<file path="config.mk">
export PLATFORM = sky130hd
export DESIGN_NAME = y_phase_arbiter
export DESIGN_NICKNAME = d
export VERILOG_FILES = /design/src/rtl/y_sram_pkg.sv /design/src/rtl/y_bus_mux.sv /design/src/rtl/y_phase_arbiter.sv
export SDC_FILE = /design/constraint.sdc
export NUM_CORES = 1
export LEC_CHECK = 0
export BUFFER_PORTS_ARGS = -buffer_cell sky130_fd_sc_hd__buf_4
export CAP_MARGIN = 25
export CORE_AREA = 2 2 461 463
export CTS_BUF_LIST = sky130_fd_sc_hd__clkbuf_8 sky130_fd_sc_hd__clkbuf_16
export CTS_CLUSTER_SIZE = 14
export DETAILED_ROUTE_END_ITERATION = 10
export DIE_AREA = 0 0 463 465
export PLACE_DENSITY = 0.3
export SYNTH_ARGS = -nofsm -noshare
export SYNTH_HDL_FRONTEND = slang
export SYNTH_SLANG_ARGS = --single-unit
export TNS_END_PERCENT = 50
</file>
<file path="constraint.sdc">
create_clock -name clk -period 3.6 [get_ports clk]
set_input_delay 0.18 -clock clk [delete_from_list [all_inputs] [get_ports clk]]
set_output_delay 0.18 -clock clk [all_outputs]
set_load 0.1 [all_outputs]
</file>
<file path="src/rtl/y_sram_pkg.sv">
// Shared types and constants for the Y-SRAM phase sequencer and bus arbiter.
package y_sram_pkg;

  // Sequencer states
  typedef enum logic [1:0] {
    ST_IDLE = 2'd0,
    ST_RUN  = 2'd1,
    ST_GAP  = 2'd2,
    ST_FIN  = 2'd3
  } state_e;

  // Default Y-SRAM geometry
  localparam int Y_ADDR_W = 11;
  localparam int Y_DATA_W = 256;

  // Address parked on the bus when no client owns it
  localparam logic [Y_ADDR_W-1:0] Y_IDLE_ADDR = {Y_ADDR_W{1'b1}};

  // Client phase indices in sequencing order
  localparam int PH_UPDATE_Y  = 0;
  localparam int PH_WRITE_Y   = 1;
  localparam int PH_INTEGRATE = 2;
  localparam int PH_COUNT     = PH_INTEGRATE + 1;

endpackage

</file>
<file path="src/rtl/y_bus_mux.sv">
// Combinational N-way select of the client Y-SRAM buses onto the memory port.
// When valid is low the memory sees parked idle values and no write.
module y_bus_mux
  import y_sram_pkg::*;
#(
  parameter int NUM_PHASES = PH_COUNT,
  parameter int ADDR_W     = Y_ADDR_W,
  parameter int DATA_W     = Y_DATA_W,
  parameter int PH_W       = 2,
  parameter logic [ADDR_W-1:0] IDLE_ADDR = {ADDR_W{1'b1}}
) (
  input  logic [PH_W-1:0]              sel,
  input  logic                         valid,
  input  logic [NUM_PHASES*ADDR_W-1:0] cl_rd_addr1,
  input  logic [NUM_PHASES*ADDR_W-1:0] cl_rd_addr2,
  input  logic [NUM_PHASES-1:0]        cl_we,
  input  logic [NUM_PHASES*ADDR_W-1:0] cl_wr_addr,
  input  logic [NUM_PHASES*DATA_W-1:0] cl_wr_data,
  output logic [ADDR_W-1:0]            y_rd_addr1,
  output logic [ADDR_W-1:0]            y_rd_addr2,
  output logic                         y_we,
  output logic [ADDR_W-1:0]            y_wr_addr,
  output logic [DATA_W-1:0]            y_wr_data
);

  // Route only the selected client; everything else stays parked
  always_comb begin
    y_rd_addr1 = IDLE_ADDR;
    y_rd_addr2 = IDLE_ADDR;
    y_we       = 1'b0;
    y_wr_addr  = IDLE_ADDR;
    y_wr_data  = '0;
    if (valid) begin
      for (int i = 0; i < NUM_PHASES; i++) begin
        if (sel == PH_W'(i)) begin
          y_rd_addr1 = cl_rd_addr1[i*ADDR_W +: ADDR_W];
          y_rd_addr2 = cl_rd_addr2[i*ADDR_W +: ADDR_W];
          y_we       = cl_we[i];
          y_wr_addr  = cl_wr_addr[i*ADDR_W +: ADDR_W];
          y_wr_data  = cl_wr_data[i*DATA_W +: DATA_W];
        end
      end
    end
  end

endmodule

</file>
<file path="src/rtl/y_phase_arbiter.sv">
// Phase sequencer and Y-SRAM bus arbiter for the Jacobi solver top level.
// Enables one client phase at a time, inserts a one-cycle bus turnaround
// between phases, repeats the sequence num_iters times and flags stray dones.
module y_phase_arbiter
  import y_sram_pkg::*;
#(
  parameter int NUM_PHASES = PH_COUNT,
  parameter int ADDR_W     = Y_ADDR_W,
  parameter int DATA_W     = Y_DATA_W,
  parameter int ITER_W     = 8,
  parameter logic [ADDR_W-1:0] IDLE_ADDR = {ADDR_W{1'b1}}
) (
  input  logic                         clk,
  input  logic                         rst_n,
  input  logic                         start,
  input  logic                         abort,
  input  logic [ITER_W-1:0]            num_iters,
  input  logic [NUM_PHASES-1:0]        phase_done,
  output logic [NUM_PHASES-1:0]        phase_enable,
  input  logic [NUM_PHASES*ADDR_W-1:0] cl_rd_addr1,
  input  logic [NUM_PHASES*ADDR_W-1:0] cl_rd_addr2,
  input  logic [NUM_PHASES-1:0]        cl_we,
  input  logic [NUM_PHASES*ADDR_W-1:0] cl_wr_addr,
  input  logic [NUM_PHASES*DATA_W-1:0] cl_wr_data,
  output logic [ADDR_W-1:0]            y_rd_addr1,
  output logic [ADDR_W-1:0]            y_rd_addr2,
  output logic                         y_we,
  output logic [ADDR_W-1:0]            y_wr_addr,
  output logic [DATA_W-1:0]            y_wr_data,
  output logic                         busy,
  output logic [ITER_W-1:0]            iter_count,
  output logic                         all_done,
  output logic                         stray_done
);

  localparam int PH_W = (NUM_PHASES > 1) ? $clog2(NUM_PHASES) : 1;
  localparam logic [PH_W-1:0] LAST_PH = PH_W'(NUM_PHASES - 1);

  state_e                  state_q,        state_d;
  logic [PH_W-1:0]         phase_idx_q,    phase_idx_d;
  logic [ITER_W-1:0]       num_iters_q,    num_iters_d;
  logic [ITER_W-1:0]       iter_count_q,   iter_count_d;
  logic [NUM_PHASES-1:0]   phase_enable_q, phase_enable_d;
  logic                    busy_q,         busy_d;
  logic                    all_done_q,     all_done_d;
  logic                    stray_done_q,   stray_done_d;

  logic [NUM_PHASES-1:0]   active_mask;
  logic                    start_acc;
  logic                    active_done;
  logic                    stray_now;

  // Next-state, counters and registered-output decode
  always_comb begin
    state_d        = state_q;
    phase_idx_d    = phase_idx_q;
    num_iters_d    = num_iters_q;
    iter_count_d   = iter_count_q;

    active_mask = (state_q == ST_RUN) ? (NUM_PHASES'(1) << phase_idx_q) : '0;
    active_done = |(phase_done & active_mask);
    stray_now   = |(phase_done & ~active_mask);
    // abort beats a simultaneous start
    start_acc   = (state_q == ST_IDLE) && start && !abort;

    case (state_q)
      ST_IDLE: begin
        if (start_acc) begin
          num_iters_d  = num_iters;
          iter_count_d = '0;
          phase_idx_d  = '0;
          state_d      = (num_iters != '0) ? ST_RUN : ST_FIN;
        end
      end
      ST_RUN: begin
        if (abort)            state_d = ST_IDLE;
        else if (active_done) state_d = ST_GAP;
      end
      ST_GAP: begin
        if (abort) begin
          state_d = ST_IDLE;
        end else if (phase_idx_q != LAST_PH) begin
          phase_idx_d = phase_idx_q + PH_W'(1);
          state_d     = ST_RUN;
        end else begin
          iter_count_d = iter_count_q + ITER_W'(1);
          if (iter_count_d == num_iters_q) begin
            state_d = ST_FIN;
          end else begin
            phase_idx_d = '0;
            state_d     = ST_RUN;
          end
        end
      end
      ST_FIN:  state_d = ST_IDLE;
      default: state_d = ST_IDLE;
    endcase

    phase_enable_d = (state_d == ST_RUN) ? (NUM_PHASES'(1) << phase_idx_d) : '0;
    // busy covers the completion pulse cycle so all_done is never seen while idle
    busy_d         = (state_d != ST_IDLE) || (state_q == ST_FIN);
    all_done_d     = (state_q == ST_FIN);
    stray_done_d   = (start_acc ? 1'b0 : stray_done_q) | stray_now;
  end

  // State and output registers, cleared asynchronously
  always_ff @(posedge clk or negedge rst_n) begin
    if (!rst_n) begin
      state_q        <= ST_IDLE;
      phase_idx_q    <= '0;
      num_iters_q    <= '0;
      iter_count_q   <= '0;
      phase_enable_q <= '0;
      busy_q         <= 1'b0;
      all_done_q     <= 1'b0;
      stray_done_q   <= 1'b0;
    end else begin
      state_q        <= state_d;
      phase_idx_q    <= phase_idx_d;
      num_iters_q    <= num_iters_d;
      iter_count_q   <= iter_count_d;
      phase_enable_q <= phase_enable_d;
      busy_q         <= busy_d;
      all_done_q     <= all_done_d;
      stray_done_q   <= stray_done_d;
    end
  end

  assign phase_enable = phase_enable_q;
  assign busy         = busy_q;
  assign iter_count   = iter_count_q;
  assign all_done     = all_done_q;
  assign stray_done   = stray_done_q;

  y_bus_mux #(
    .NUM_PHASES (NUM_PHASES),
    .ADDR_W     (ADDR_W),
    .DATA_W     (DATA_W),
    .PH_W       (PH_W),
    .IDLE_ADDR  (IDLE_ADDR)
  ) u_bus_mux (
    .sel         (phase_idx_q),
    .valid       (state_q == ST_RUN),
    .cl_rd_addr1 (cl_rd_addr1),
    .cl_rd_addr2 (cl_rd_addr2),
    .cl_we       (cl_we),
    .cl_wr_addr  (cl_wr_addr),
    .cl_wr_data  (cl_wr_data),
    .y_rd_addr1  (y_rd_addr1),
    .y_rd_addr2  (y_rd_addr2),
    .y_we        (y_we),
    .y_wr_addr   (y_wr_addr),
    .y_wr_data   (y_wr_data)
  );

endmodule
</file>
Word level (Yosys, flattened, before mapping)
Index checks and enable logic that the tools add are counted.
- register bits after elaboration: 26
- output and inout bits: 304
- shift-type cells: 2
- mux-type cells: 40
- equality and inequality tests: 11
- bitwise operators: 4
- add/sub/neg operators: 2
- reductions and logical operators: 13
- operators with widths (kind ; count):
    256-bit two-way mux ; 4
    11-bit two-way mux ; 12
    8-bit two-way mux ; 3
    2-bit two-way mux ; 11
    8-bit one-hot mux with 2 select lines ; 1
    8-bit by 1-bit adder with 8-bit output, second input constant ; 1
    8-bit == test ; 1
    2-bit != test, second input constant ; 4
    2-bit one-hot mux with 4 select lines ; 1
    8-bit nonzero test ; 1
    3-bit bitwise AND ; 2
    2-bit by 1-bit == test with 1-bit output, second input constant ; 3
    2-bit == test, second input constant ; 3
    3-bit two-way mux ; 2
    3-bit OR reduction ; 2
    1-bit by 2-bit left shift with 3-bit output, first input constant ; 2
    1-bit two-way mux ; 5
    2-bit zero test ; 2
    2-bit one-hot mux with 2 select lines ; 1
    4-bit AND reduction ; 1
    2-bit nonzero test ; 2
    3-bit NOT ; 1
    2-bit by 1-bit adder with 2-bit output, second input constant ; 1
    1-bit logical AND ; 2
    4 further kinds ; 4

Logic depth before layout (Yosys ltp)
Gate-level depths: netlist of run 1.
- word-level depth: 9
- mapped depth: 7
- mapped depth without buffers: 6

Modules after synthesis
Synthesis of run 1 repeated with hierarchy kept, for this count alone.
- cell total of the unflattened synthesis: 1428
- area, all modules: 10468.8 um2
- modules (own cells, without submodules) (module ; area each (um2) ; cells each ; instances):
    y_bus_mux ; 9041.2 ; 1287 ; 1
    y_phase_arbiter ; 1427.6 ; 141 ; 1

Worst setup path after synthesis of run 1
Ideal clock, no wire load.
- kind: register to output
- start point: reg phase_idx_q[0]
- end point: out y_wr_data[225]
- arrival time: 2.776 ns
- setup slack: 0.644 ns
- cell stages (with the launch flop): 8
- buffers on the path: 4
- data required time: 3.420 ns
- path through: dfrtp_1 -> clkbuf_1 -> nor2b_1 -> clkbuf_1 -> clkbuf_1 -> buf_1 -> a21oi_1 -> nor2_1
- longest elaborated chain between the ends: 5
- elaborated cells between the ends (all ways): 7
- ends and longest elaborated chain (what ; line ; source):
    start, declared ; y_phase_arbiter.sv:40 ; logic [PH_W-1:0] phase_idx_q, phase_idx_d;
    start signal, assigned ; y_phase_arbiter.sv:119 ; phase_idx_q <= phase_idx_d;
    2-bit zero test ; y_bus_mux.sv:35 ; if (sel == PH_W'(i)) begin
    256-bit two-way mux (2 in series) ; y_bus_mux.sv:35 ;
    256-bit two-way mux (*) ; y_bus_mux.sv:35 ;
    256-bit two-way mux (*) ; y_bus_mux.sv:33 ; if (valid) begin
    end, declared ; y_phase_arbiter.sv:29 ; output logic [DATA_W-1:0] y_wr_data,
Every way passes the cells marked *; elsewhere a longest branch is shown, timed or not.

Final worst setup path of run 1
- start point: reg phase_idx_q[0]
- end point: out y_wr_data[123]
Same word-level chain as after synthesis.

==> results of run 1 <==
[worst max-delay path, delay by kind of cell, from the launching register on]
| family | cells | cell delay (ns) |
|---|---|---|
| mux | 1 | 0.30 |
| simple gates | 2 | 0.59 |
| flops | 1 | 0.82 |
| buf+inv | 2 | 1.02 |
| compound gates | 1 | 0.16 |
[layer usage]
layer | global-route usage [%] | vias up
met5 | 0 | -
met4 | 0.7972 | 118
met3 | 7.791 | 254
met2 | 24.22 | 993
met1 | 16.40 | 7394
li1 | - | 7076
[metrics by stage]
stage               power, uW  worst slack, ns  util, %
floorplan                3522           0.6435        -
global placement         5748           0.1475    9.923
detailed placement       5735           0.2971    9.926
CTS                      6022        0.0005183    9.973
global route             6170          0.01881    9.977
finish                   5883           0.1714    10.01
[cells by family (layout without fill, tap and decap cells)]
group | after synthesis | in the layout | synth area share [%]
AND/OR/NAND/NOR | 602 | 602 | 27.88
AO/OA/AOI/OAI | 326 | 326 | 20.57
multiplexers | 300 | 300 | 36.12
buffers and inverters | 138 | 1245 | 6.656
flip-flops | 26 | 26 | 7.691
XOR/XNOR | 9 | 9 | 0.9319
adder cells (fa/ha/maj) | 1 | 1 | 0.1479
other | 0 | 27 | 0
[state kept, by name, summed over array words and instances (netlist names)]
register	cells
all_done	1
busy	1
iter_count	8
num_iters_q	8
phase_enable	3
phase_idx_q	2
state_q	2
stray_done	1
[power groups by stage]
stage               sequential (uW)  clock, uW  combinational, uW
floorplan                       375          0               3150
global placement                372          0               5380
detailed placement              373          0               5360
CTS                             368        283               5370
global route                    372        294               5500
finish                          365        273               5240
[final cells by class]
| class | instances | area share (%) |
|---|---|---|
| Timing Repair Buffer | 1240 | 44.92 |
| Multi-Input combinational cell | 1238 | 34.47 |
| Tap cell | 2821 | 16.73 |
| Sequential cell | 26 | 3.120 |
| Clock buffer | 4 | 0.4212 |
| Antenna cell | 27 | 0.3203 |
| Inverter | 1 | 0.01780 |
[cells in the final DEF (no fill, tap or decap), types with 3 or more instances in the layout]
cell	count
a211oi_1	3
a21oi_1	262
and3_1	3
buf_12	13
buf_4	1226
clkbuf_16	3
dfrtp_1	24
diode_2	27
mux2_2	42
mux2i_1	258
nand2_1	44
nand3_1	6
nor2_1	523
nor3_1	3
nor3b_1	3
nor4_1	3
o21ai_0	11
o22ai_1	33
xnor2_1	6
xor2_1	3
[final timing paths]
kind / startpoint / endpoint / cells past startpoint / slack (ns)
worst max-delay path: phase_idx_q[0] / y_wr_data[123] / 6 / 0.17
worst min-delay path: num_iters[4] / num_iters_q[4] / 2 / 0.16
worst max register to register: iter_count[0] / phase_enable[0] / 6 / 1.11
worst min register to register: stray_done / stray_done / 2 / 0.54
max in group asynchronous: rst_n / phase_idx_q[1] / 2 / 2.92
min in group asynchronous: rst_n / state_q[0] / 2 / 0.38
[repair_timing]
item	in CTS	in global routing
hold endpoints to repair	26	0
hold buffers	1	0
resized for setup	0	0
==> results.json, run 1 <==
{
  "detail-route-antenna-nets": 0,
  "slew_headroom_pct": 27.73,
  "place_inst": 5325,
  "die_h_microns": 465,
  "syn-num-nets": 2288,
  "num_rows": 169,
  "startpoint_type": "flop",
  "port_buffers": 1188,
  "met3_length_mm": 20.84,
  "drt_iter0_drc": 755,
  "setup_viol": 0,
  "grt_max_degree": 79,
  "vdd_drop_max_mv": 0.1657,
  "finClkSkew_ns": 0.002747,
  "fin_nets": 3396,
  "hp-class": "in2reg",
  "post-route-min-period_ns": 3.429,
  "switchingPower_uw": 3937,
  "post_cts_buffers": 0,
  "seqPwrFrac_pct": 6.2,
  "wl_met1_mm": 63.06,
  "async_reset_ff_share_pct": 100.0,
  "max-cap-violations": 0,
  "top_layer": "met5",
  "yosysUniqueCellTypes": 45,
  "ys_top_cells_by_area": "mux2i_1, nor2_1, a21oi_1",
  "cpPeakStageDelay_ns": 0.82,
  "max_freq_mhz": 291.7,
  "critPathCaptureType": "output pin",
  "core_area_sq_um": 210800,
  "met2_length_mm": 76.07,
  "fillerInstances": 24979,
  "cell_internal_pwr_uw": 1946,
  "yosys_warnings": 0,
  "cp_max_fo": 36,
  "boundaryPins": 1189,
  "arrival_ns": 3.25,
  "cts_tree": "yes",
  "yosysMostFrequentCell": "nor2_1",
  "ys_seq_elements": 26,
  "crit_chain": "buf_4 -> mux2i_1 -> nor2_1 -> a21oi_1 -> nor2_1 -> buf_4",
  "status": "finished clean",
  "worst_path_max_delay_cell": "dfrtp_4",
  "pwr-share-comb_pct": 89.2,
  "htree_levels": 1,
  "clock_latency_ns": 0.26,
  "dpl.hpwl_mm": 149.7,
  "multi_input_area_sq_um": 7271,
  "synth_flop_cell": "dfrtp_1",
  "overflow": 0,
  "drc": 0,
  "root_buffer": "clkbuf_16",
  "clkPwrFrac_pct": 4.6,
  "firstDrtPassIters": 5,
  "numCtsBuffers": 3,
  "syn_avg_cell_area_sq_um": 6.034,
  "worstSetupPathType": "reg2out",
  "synth.largest_area_cell": "mux2i_1",
  "rsz0062_at_grt": "false",
  "required_ns": 3.42,
  "die_area_sq_um": 215300,
  "via_per_inst": 2.956,
  "drt-total-wl_mm": 162.5,
  "drive_gt1_share_pct": 51.57,
  "drv_slew": 0,
  "final_area_sq_um": 21090,
  "synth-seq-area-share_pct": 7.691,
  "clk_pin_slew_worst_paths_ns": 0.07,
  "p_leak_uw": 0.008970,
  "place_congestion": 0.9196,
  "synth_top_area_share_pct": 30.53,
  "routedWlPerCell_microns": 30.33,
  "stdcell_count": 5357,
  "area_growth_pct": 149.3,
  "hold_violations": 0,
  "antenna_found_initial": 170,
  "p_per_area_nw_per_um2": 278.9,
  "seq_area_sq_um": 658.1,
  "synthesis.area_sq_um": 8459,
  "synthTopCellsByCount": "nor2_1, a21oi_1, mux2i_1",
  "layout_worst_path_cycle_share_pct": 95.24,
  "clockBufferDepth": 2,
  "grt_pass1_wl_mm": 196.5,
  "netlist_instances": 1402,
  "die_w_microns": 463,
  "synth_edf_count": 0,
  "tns_ns": 0,
  "place_area_sq_um": 20930,
  "p_sw_share_pct": 66.91,
  "clock_sinks": 26,
  "grt_pass1_vias": 15978,
  "tightestPinTransition_ns": 1.084,
  "num_vias": 15835,
  "grt_use_total_pct": 14.28,
  "initial_utilization_pct": 4.013,
  "finalHoldWorstSlack_ns": 0.1628
}
Power figures use the tool's default switching activity.
==> inputs of run 2 (changes only) <==
- clock period: 3.6 -> 4.1 ns (I/O delays scaled with it)
==> run 2 against run 1 <==
  * Combinational power decreased by 11%
  * Total power is 12% lower
  * Clock skew rose by 0.0032 ns
  * Via count rose by 0.18%
  * First-iteration DRC count shrank 6.2%
  * Hold slack improved by 0.025 ns
  * Routed wire length is 1.4% lower
  * Die area unchanged
  * Critical endpoint is now y_wr_data[121]
  * Largest power group unchanged
==> results.json, run 2 (synthesis gave the netlist of run 1 again) <==
{
  "worst_path_max_delay_cell": "a21oi_1",
  "boundaryPins": 1189,
  "root_buffer": "clkbuf_16",
  "layout_worst_path_cycle_share_pct": 86.69,
  "fillerInstances": 24938,
  "tns_ns": 0,
  "cp_max_fo": 34,
  "layout.cells.most_common_list": "buf_4, nor2_1, a21oi_1",
  "grt_pass1_vias": 16107,
  "crit_chain": "buf_12 -> mux2i_1 -> nor2_1 -> a21oi_1 -> nor2_1 -> buf_4",
  "clockBufferDepth": 2,
  "max_freq_mhz": 281.4,
  "numCtsBuffers": 3,
  "drive_gt1_share_pct": 51.88,
  "rsz0062_at_grt": "false",
  "drt-total-wl_mm": 160.2,
  "drc": 0,
  "clk_pin_slew_worst_paths_ns": 0.07,
  "status": "finished clean",
  "grt_pass1_wl_mm": 194.4,
  "htree_levels": 1,
  "crit_family": "compound AO/OA/AOI/OAI gates",
  "max-cap-violations": 0,
  "core_area_sq_um": 210800,
  "routedWlPerCell_microns": 29.80,
  "p_per_area_nw_per_um2": 244.4,
  "grt_use_total_pct": 14.09,
  "num_rows": 169,
  "clock_latency_ns": 0.27,
  "met2_length_mm": 73.45,
  "num_vias": 15864,
  "detail-route-antenna-nets": 0,
  "cts_resized": 0,
  "port_buffers": 1188,
  "grt_max_degree": 128,
  "worstSetupPathType": "reg2out",
  "p_leak_uw": 0.009053,
  "vdd_drop_max_mv": 0.1646,
  "post_cts_buffers": 0,
  "overflow": 0,
  "via_per_inst": 2.951,
  "die_w_microns": 463,
  "cts_tree": "yes",
  "slew_headroom_pct": 28.69,
  "die_h_microns": 465,
  "setup_viol": 0,
  "critPathMostFrequentCell": "nor2_1",
  "arrival_ns": 3.35,
  "dpl.hpwl_mm": 147.4,
  "finalHoldWorstSlack_ns": 0.1881,
  "antenna_found_initial": 182,
  "met3_length_mm": 18.79,
  "holdBufCountCts": 1,
  "startpoint_type": "flop",
  "area_growth_pct": 150.7,
  "drv_slew": 0,
  "clock_sinks": 26,
  "top_layer": "met5",
  "wl_met1_mm": 64.72,
  "initial_utilization_pct": 4.013,
  "place_congestion": 0.9245,
  "hp-class": "in2reg",
  "layout_commonest_cell": "buf_4",
  "finClkSkew_ns": 0.005913,
  "hold_violations": 0,
  "die_area_sq_um": 215300,
  "post-route-min-period_ns": 3.554,
  "firstDrtPassIters": 5,
  "tightestPinTransition_ns": 1.070,
  "cpPeakStageDelay_ns": 0.89,
  "critPathCaptureType": "output pin",
  "path_buf_inv": 2,
  "required_ns": 3.89,
  "drt_iter0_drc": 708,
  "fin_nets": 3414
}
-- run 2: cell types whose count changed in the layout (fill, tap and decap cells not counted), sizes merged --
cell,change
clkbuf,-1
diode,+1
buf,+18
inv,+1
-- run 2: area by class of cell --
class / instances / area, sq um / area share (%)
sequential: 26 / 658.1 / 3.103
antenna: 28 / 70.07 / 0.3304
timing repair buffer: 1258 / 9595 / 45.25
inverter: 1 / 3.754 / 0.01770
multi-input combinational: 1238 / 7271 / 34.29
clock inverter: 1 / 3.754 / 0.01770
clock buffer: 3 / 75.07 / 0.3540
tap: 2821 / 3530 / 16.64
-- run 2: report_power, final --
part,internal [uW],switching [uW]
sequential,282,41.5
combinational,1290,3340
clock,131,94.0
-- run 2: worst paths after layout --
check | startpoint | slack, ns | to | cells after the start
worst max-delay path | phase_idx_q[0] | 0.55 | y_wr_data[121] | 6
worst min-delay path | num_iters[0] | 0.19 | num_iters_q[0] | 2
worst max register to register | phase_idx_q[0] | 1.30 | phase_enable[0] | 6
worst min register to register | stray_done | 0.51 | stray_done | 2
max in group asynchronous | rst_n | 3.40 | phase_idx_q[1] | 2
min in group asynchronous | rst_n | 0.39 | busy | 2
-- run 2: layer usage --
layer / up-vias / track usage, %
li1: 7105 / -
met1: 7341 / 16.73
met2: 1039 / 23.52
met3: 265 / 6.993
met4: 114 / 1.238
met5: - / 0
-- run 2: metrics by stage --
stage | cells | area [sq um] | utilization, % | power (uW) | setup slack (ns)
floorplan | 1402 | 8459 | - | 3093 | 1.119
global placement | 5336 | 20980 | 9.954 | 5083 | 0.4258
detailed placement | 5343 | 21050 | 9.984 | 5060 | 0.7526
CTS | 5348 | 21140 | 10.03 | 5297 | 0.4364
global route | 5353 | 21150 | 10.03 | 5426 | 0.4885
finish | 5376 | 21210 | 10.06 | 5183 | 0.5457
